`src/rtl/alu.sv`:
```
`default_nettype none
// +-----------------------------------------------------------------------------+
// | Module   : alu                                                               |
// | Purpose  : RV32I integer ALU, registered result (one-cycle latency).         |
// |            Optional zero flag output when ALU_ZERO_FLAG_EN is defined.       |
// | Revision : 1.0  initial release                                              |
// +-----------------------------------------------------------------------------+
module alu #(
   parameter int XLEN = 32
) (
   input  logic            i_clk,
   input  logic            i_rst_n,
   input  logic [XLEN-1:0] i_in_a,
   input  logic [XLEN-1:0] i_in_b,
   input  logic [2:0]      i_funct3,
   input  logic            i_funct7_4,
   input  logic            i_alu_en,
   input  logic            i_alu_imm,
`ifdef ALU_ZERO_FLAG_EN
   output logic            o_alu_zero,
`endif
   output logic [XLEN-1:0] o_alu_out
);

   localparam int         C_SHAMT_W = $clog2(XLEN);

   localparam logic [2:0] C_F3_ADD  = 3'd0;
   localparam logic [2:0] C_F3_SLL  = 3'd1;
   localparam logic [2:0] C_F3_SLT  = 3'd2;
   localparam logic [2:0] C_F3_SLTU = 3'd3;
   localparam logic [2:0] C_F3_XOR  = 3'd4;
   localparam logic [2:0] C_F3_SR   = 3'd5;
   localparam logic [2:0] C_F3_OR   = 3'd6;
   localparam logic [2:0] C_F3_AND  = 3'd7;

   logic [C_SHAMT_W-1:0] w_shamt;
   logic [XLEN-1:0]      w_result;
   logic [XLEN-1:0]      r_alu_out;

   assign w_shamt = i_in_b[C_SHAMT_W-1:0];

   always_comb begin
      w_result = i_in_a + i_in_b;
      if (i_alu_en) begin
         unique case (i_funct3)
            // Bit 30 of an ADDI is part of the immediate, so it never selects SUB.
            C_F3_ADD:  w_result = (i_funct7_4 && !i_alu_imm) ? (i_in_a - i_in_b)
                                                             : (i_in_a + i_in_b);
            C_F3_SLL:  w_result = i_in_a << w_shamt;
            C_F3_SLT:  w_result = {{(XLEN-1){1'b0}}, ($signed(i_in_a) < $signed(i_in_b))};
            C_F3_SLTU: w_result = {{(XLEN-1){1'b0}}, (i_in_a < i_in_b)};
            C_F3_XOR:  w_result = i_in_a ^ i_in_b;
            C_F3_SR:   w_result = i_funct7_4 ? XLEN'($signed(i_in_a) >>> w_shamt)
                                             : (i_in_a >> w_shamt);
            C_F3_OR:   w_result = i_in_a | i_in_b;
            C_F3_AND:  w_result = i_in_a & i_in_b;
            default:   w_result = i_in_a + i_in_b;
         endcase
      end
   end

   always_ff @(posedge i_clk) begin
      if (!i_rst_n) begin
         r_alu_out <= '0;
      end else begin
         r_alu_out <= w_result;
      end
   end

   assign o_alu_out = r_alu_out;

`ifdef ALU_ZERO_FLAG_EN
   logic r_alu_zero;

   // Reset value 1 mirrors the cleared result register.
   always_ff @(posedge i_clk) begin
      if (!i_rst_n) begin
         r_alu_zero <= 1'b1;
      end else begin
         r_alu_zero <= (w_result == '0);
      end
   end

   assign o_alu_zero = r_alu_zero;
`endif

endmodule
`default_nettype wire

```
`config.mk`:
```
export PLATFORM = sky130hd
export DESIGN_NAME = alu
export DESIGN_NICKNAME = d
export VERILOG_FILES = /design/src/rtl/alu.sv
export SDC_FILE = /design/constraint.sdc
export NUM_CORES = 1
export LEC_CHECK = 0
export ABC_AREA = 1
export CELL_PAD_IN_SITES_DETAIL_PLACEMENT = 1
export CELL_PAD_IN_SITES_GLOBAL_PLACEMENT = 1
export CORE_MARGIN = 2
export CORE_UTILIZATION = 40
export CTS_CLUSTER_SIZE = 24
export DETAILED_ROUTE_END_ITERATION = 6
export GPL_TIMING_DRIVEN = 0
export PLACE_DENSITY = 0.84
export SYNTH_ARGS = -nofsm -noshare
export SYNTH_HDL_FRONTEND = slang
export SYNTH_SLANG_ARGS = --single-unit
```
`constraint.sdc`:
```
create_clock -name i_clk -period 3.31 [get_ports i_clk]
set_input_delay 0.993 -clock i_clk [delete_from_list [all_inputs] [get_ports i_clk]]
set_output_delay 0.993 -clock i_clk [all_outputs]
set_load 0.005 [all_outputs]
```
==> results.tsv, run 1 <==
metric	value	unit
antenna_found_initial	4	
worstSetupPathType	in -> reg	
crit_path_end_kind	register	
seqPwrFrac	12.0	%
grt_setup_unrepaired	yes	
hold_class	in -> reg	
wirelength	77300	µm
pwr-share-comb	73.4	%
syn_area_per_cell	5.10	µm²
report.final.slew_viol_count	0	
ant_nets	0	
cts_tree	done	
syn_inst	2232	
die_x	173	µm
finalNetCount	2539	
drc	4	
ys_types	56	
switching_share	57.1	%
power.leakage	7.60	nW
core_area	27900	µm²
vias	17500	
violations	design-rule violations, negative setup slack	
required	3.55	ns
synth_warnings	0	
grt_pass1_wl	107000	µm
startpoint_type	primary input	
setup_ws	-0.170	ns
numClockSinks	32	
yosysTopAreaCellShare	26.8	%
p_per_area	263	nW/µm²
gp_congestion	1.08	
synth_area_leaders	nand2_1 (27%), nand3_1 (15%), ha_1 (11%), inv_1 (9.8%), dfxtp_1 (5.6%)	
num-fill-cells	4076	
die_area	29800	µm²
status	finished with violations	
clk_pin_slew_worst_paths	0.06	ns
slew_headroom	42.0	%
cp_max_fo	4	
setup_violations	16	
rows	61	
wl_per_cell	28.1	µm
min_period	3.48	ns
synth.ff_latch_count	32	
overflow	0	
root_buffer	clkbuf_16	
ios	104	
die_h	173	µm
dp_hpwl	59500	µm
max_clock_freq	0.287	GHz
vias_per_cell	6.38	
crit_arrival	3.72	ns
area_growth_syn_to_layout	23.6	%
yosys.area.top_type	nand2_1	
syn-cell-area	11400	µm²
synth-seq-area-share	5.63	%
ir_drop	0.176	mV
tightest_slew	0.870	ns
clockBufferDepth	2	
syn_nets	2403	
firstDrtPassIters	7	
grt_max_degree	12	
grt_pass1_vias	17000	
setup_tns	-1.44	ns
initial_core_util	40.7	%
grt_usage	47.6	%
ctsHoldBuffers	0	
drive_above_1_share	15.2	%
max_cap_viol_count	0	
p_int	1.59	mW
pwr-share-clk	14.6	%
finalCritPeriodShare	105	%
htreeDepth	2	
switchingPower	2.11	mW
drtIter0Drc	2450	
io_buffers	102	
hold_ws	1.37	ns
largest_register_ffs	32	
hold_violations	0	
numCtsBuffers	5	
==> Yosys cell counts, drive strengths merged <==
| cell | number |
|---|---|
| or2 | 4 |
| xnor2 | 1 |
| o31ai | 2 |
| o211ai | 3 |
| nor3 | 12 |
| nor4 | 3 |
| nand4 | 14 |
| dfxtp | 32 |
| o22ai | 13 |
| o21bai | 8 |
| and2 | 15 |
| clkbuf | 14 |
| ha | 97 |
| a21o | 1 |
| a221oi | 7 |
| nor3b | 1 |
| a21oi | 120 |
| nand3 | 354 |
| a21boi | 2 |
| nand2 | 844 |
| and3 | 2 |
| o221ai | 10 |
| a32o | 1 |
| a211oi | 5 |
| nor2 | 160 |
| fa | 2 |
| o32ai | 2 |
| o2111ai | 3 |
| buf | 88 |
| nand3b | 5 |
| o21ai | 88 |
| o21a | 2 |
| inv | 306 |
| xor2 | 6 |
| a31oi | 5 |
==> layout make-up <==
class,count,area [µm²],area share (%)
multi-input cells,1792,9600,68.2
repair buffers,131,1270,9.03
inverters,306,1180,8.41
plain buffers,100,748,5.32
flip-flops and latches,32,641,4.55
well taps,378,473,3.36
clock buffers,7,153,1.08
diodes,2,5.00,0.0356
==> stage by stage <==
step	std cells	setup slack (ns)	util, %	power (mW)	instance area, µm²
2_1_floorplan	2232	0.229	-	1.76	11400
3_3_place_gp	2712	-1.19	46.1	2.64	12900
3_5_place_dp	2712	-1.24	46.1	2.70	12900
4_1_cts	2733	0.00175	48.2	3.32	13500
5_1_grt	2746	-0.219	50.4	3.81	14100
6_report	2748	-0.170	50.4	3.69	14100
==> repair_timing <==
action,in CTS,in global routing
setup buffers,14,13
setup endpoints to repair,32,28
cloned,2,0
pin swaps,15,24
resized for setup,127,187
==> power by group through the flow <==
stage	Combinational (mW)	Sequential [mW]	Clock, mW
floorplan	1.31	0.452	0
global placement	2.19	0.446	0
detailed placement	2.25	0.448	0
CTS	2.36	0.440	0.521
global route	2.82	0.446	0.540
finish	2.71	0.443	0.539
==> layer usage <==
layer  share of wire [%]  track usage (%)  vias up
met1                  36             59.5     8274
met5               0.034                0        -
met3                  14             10.9      472
met2                  41             74.0     1372
met4                 8.7             29.6        4
li1                    -                -     7401
==> worst max-delay path, cell delays in order <==
cell and delay [ns]:
clkdlybuf4s15_1 0.32, inv_1 0.14, ha_2 0.25, fa_2 0.40, inv_1 0.31, nand3_1 0.16, nand3_2 0.13, nand2_1 0.08
nand3b_1 0.25, nand2_1 0.13, nand2_1 0.09, nand2_1 0.05, nand3_1 0.11, nand3_1 0.09, a21oi_1 0.19
==> worst paths after layout <==
check	from	end	slack (ns)	cells past startpoint
max	i_in_a[0]	o_alu_out[30]	-0.17	15
min	i_rst_n	o_alu_out[17]	1.37	3
==> cell usage in the layout, fill, tap and decap left out, drive strengths merged, types with 2 or more instances in the layout <==
master	count
o21a	2
nand4	14
o21ai	88
o22ai	13
o21bai	8
a211oi	5
o31ai	2
and3	2
fa	2
nand3b	5
a21oi	120
a21boi	2
xor2	6
nor2	160
o2111ai	3
nor4	3
clkinvlp	5
clkdlybuf4s15	4
clkdlybuf4s50	59
dfxtp	32
buf	110
nor3	12
dlymetal6s2s	8
inv	300
dlygate4sd2	23
o32ai	2
diode	2
a31oi	5
or2	4
clkbuf	31
o211ai	3
ha	97
and2	15
bufbuf	2
o221ai	10
a221oi	7
nand3	354
nand2	844
==> cells by family (layout without fill, tap and decap cells) <==
family,Yosys count,count (layout),synth area share (%)
AND/OR/NAND/NOR,1414,1414,53.5
adder cells (fa/ha/maj),99,99,11.0
buffers and inverters,408,544,15.7
XOR/XNOR,7,7,0.539
flip-flops,32,32,5.63
other,0,2,0
AO/OA/AOI/OAI,272,272,13.7
Note: power is estimated with default switching activity, not from simulation.
==> run 2: changes to the inputs <==
CORE_MARGIN = unset   (was 2)
==> results.tsv, run 2 (synthesized netlist as in run 1, its figures left out) <==
metric	value	unit
switching_share	57.1	%
violations	negative setup slack	
drive_above_1_share	14.3	%
max_cap_viol_count	0	
root_buffer	clkbuf_16	
finalCritPeriodShare	105	%
clk_pin_slew_worst_paths	0.06	ns
die_area	29100	µm²
clockBufferDepth	2	
vias_per_cell	6.22	
cp_max_fo	10	
numClockSinks	32	
hold_class	in -> reg	
die_x	171	µm
hold_end	o_alu_out[7]	
worstSetupPathType	in -> reg	
p_int	1.51	mW
numCtsBuffers	5	
startpoint_type	primary input	
ir_drop	0.195	mV
wirelength	71900	µm
report.final.slew_viol_count	0	
min_period	3.47	ns
holdPathStages	3	
pwr-share-comb	72.8	%
min_from	i_rst_n	
cp_slowest_stage_delay	0.63	ns
worst-path-buf-inv	4	
final_common_cell	nand2_1	
antenna_found_initial	3	
initial_core_util	40.9	%
grt_pass1_vias	16800	
status	finished with violations	
hold_violations	0	
power	3.52	mW
power.leakage	7.55	nW
seqPwrFrac	12.6	%
largest_register_ffs	32	
dp_hpwl	58100	µm
die_h	171	µm
max_clock_freq	0.288	GHz
final_cell_mix	nand2_1 (783), nand3_1 (334), inv_1 (285)	
slowest_stage	clkdlybuf4s50_1	
htreeDepth	2	
gp_congestion	1.10	
grt_usage	47.7	%
required	3.51	ns
drc	0	
grt_max_degree	13	
ios	104	
tightest_slew	0.895	ns
finalNetCount	2534	
pwr-share-clk	14.6	%
setup_violations	9	
area_growth_syn_to_layout	22.5	%
rows	61	
firstDrtPassIters	6	
crit_path_end_kind	register	
finish.utilization	50.1	%
vias	17100	
wl_per_cell	26.2	µm
switchingPower	2.01	mW
crit_path_frequent_cell	nand2_2	
setup_ws	-0.161	ns
io_buffers	102	
cp_top_family	buffers and inverters	
drtIter0Drc	1802	
crit_arrival	3.67	ns
overflow	0	
core_area	27900	µm²
ctsHoldBuffers	0	
slew_headroom	40.4	%
grt_setup_unrepaired	yes	
ant_nets	0	
path_cells	clkdlybuf4s50_1 -> inv_2 -> nand2_2 -> inv_2 -> nand2_2 -> nand2_2 -> buf_2 -> a211oi_1 -> nand3_1 -> nand3_1 -> nor2_1	
p_per_area	253	nW/µm²
grt_pass1_wl	102000	µm
cts_tree	done	
[run 2: cell count changes in the layout (fill, tap and decap cells not counted), sizes merged]
cell,previous run,this run
buf,110,107
bufbuf,2,0
clkbuf,31,29
clkdlybuf4s15,4,8
clkdlybuf4s18,1,0
clkinv,1,3
clkinvlp,5,1
dlygate4sd2,23,18
dlymetal6s2s,8,10
inv,300,305
[run 2: area by class of cell]
| type | instances | area (µm²) |
|---|---|---|
| fill | 4116 | 13900 |
| multi-input combinational | 1792 | 9610 |
| inverter | 306 | 1170 |
| timing repair buffer | 125 | 1160 |
| buffer | 101 | 744 |
| sequential | 32 | 641 |
| tap | 378 | 473 |
| clock buffer | 5 | 125 |
| clock inverter | 3 | 18.8 |
| antenna | 2 | 5.00 |
[run 2: repair_timing]
action	4_1_cts	5_1_grt
pin swaps	8	15
setup buffers	8	15
gates resized for setup	149	151
setup endpoints to repair	32	25
[run 2: worst max path at each step]
stage / startpoint / to / slack, ns / cells after the start
after CTS: i_in_a[28] / o_alu_out[0] / 0.002 / 14
after global placement: i_in_b[2] / o_alu_out[0] / -1.23 / 20
after global routing: i_in_b[9] / o_alu_out[19] / -0.24 / 15
final: i_funct3[2] / o_alu_out[8] / -0.16 / 11
after floorplan: i_in_b[2] / o_alu_out[0] / 0.23 / 18
after detailed placement: i_in_b[2] / o_alu_out[0] / -1.28 / 20
[run 2: stage by stage]
| stage | setup TNS [ns] | cells | hold WS [ns] | worst slack [ns] | area, µm² |
|---|---|---|---|---|---|
| 2_1_floorplan | 0 | 2232 | 1.09 | 0.229 | 11400 |
| 3_3_place_gp | -27.08 | 2712 | 1.57 | -1.23 | 12900 |
| 3_5_place_dp | -28.98 | 2712 | 1.57 | -1.28 | 12900 |
| 4_1_cts | 0 | 2727 | 1.26 | 0.00167 | 13400 |
| 5_1_grt | -1.50 | 2743 | 1.32 | -0.236 | 13900 |
| 6_report | -0.622 | 2744 | 1.35 | -0.161 | 13900 |
[run 2: metal layers]
layer / part of all wire, % / routed length [µm] / vias to the layer above / GRT usage, %
met1: 37 / 26800 / 8111 / 56.9
met4: 8.5 / 6140 / 2 / 33.3
li1: - / - / 7416 / -
met5: 0.11 / 77 / - / 0
met3: 11 / 7910 / 395 / 10.6
met2: 43 / 30900 / 1151 / 75.8
[run 2: worst min-delay path: stages]
cell	delay, ns
clkbuf_1	0.35
nand2_1	0.20
a21oi_1	0.05
[run 2: power groups by stage]
stage | combinational, mW | sequential, mW | clock (mW)
final | 2.57 | 0.442 | 0.514
after global routing | 2.70 | 0.445 | 0.523
after CTS | 2.31 | 0.441 | 0.505
after detailed placement | 2.22 | 0.449 | 0
after global placement | 2.17 | 0.448 | 0
after floorplan | 1.31 | 0.452 | 0
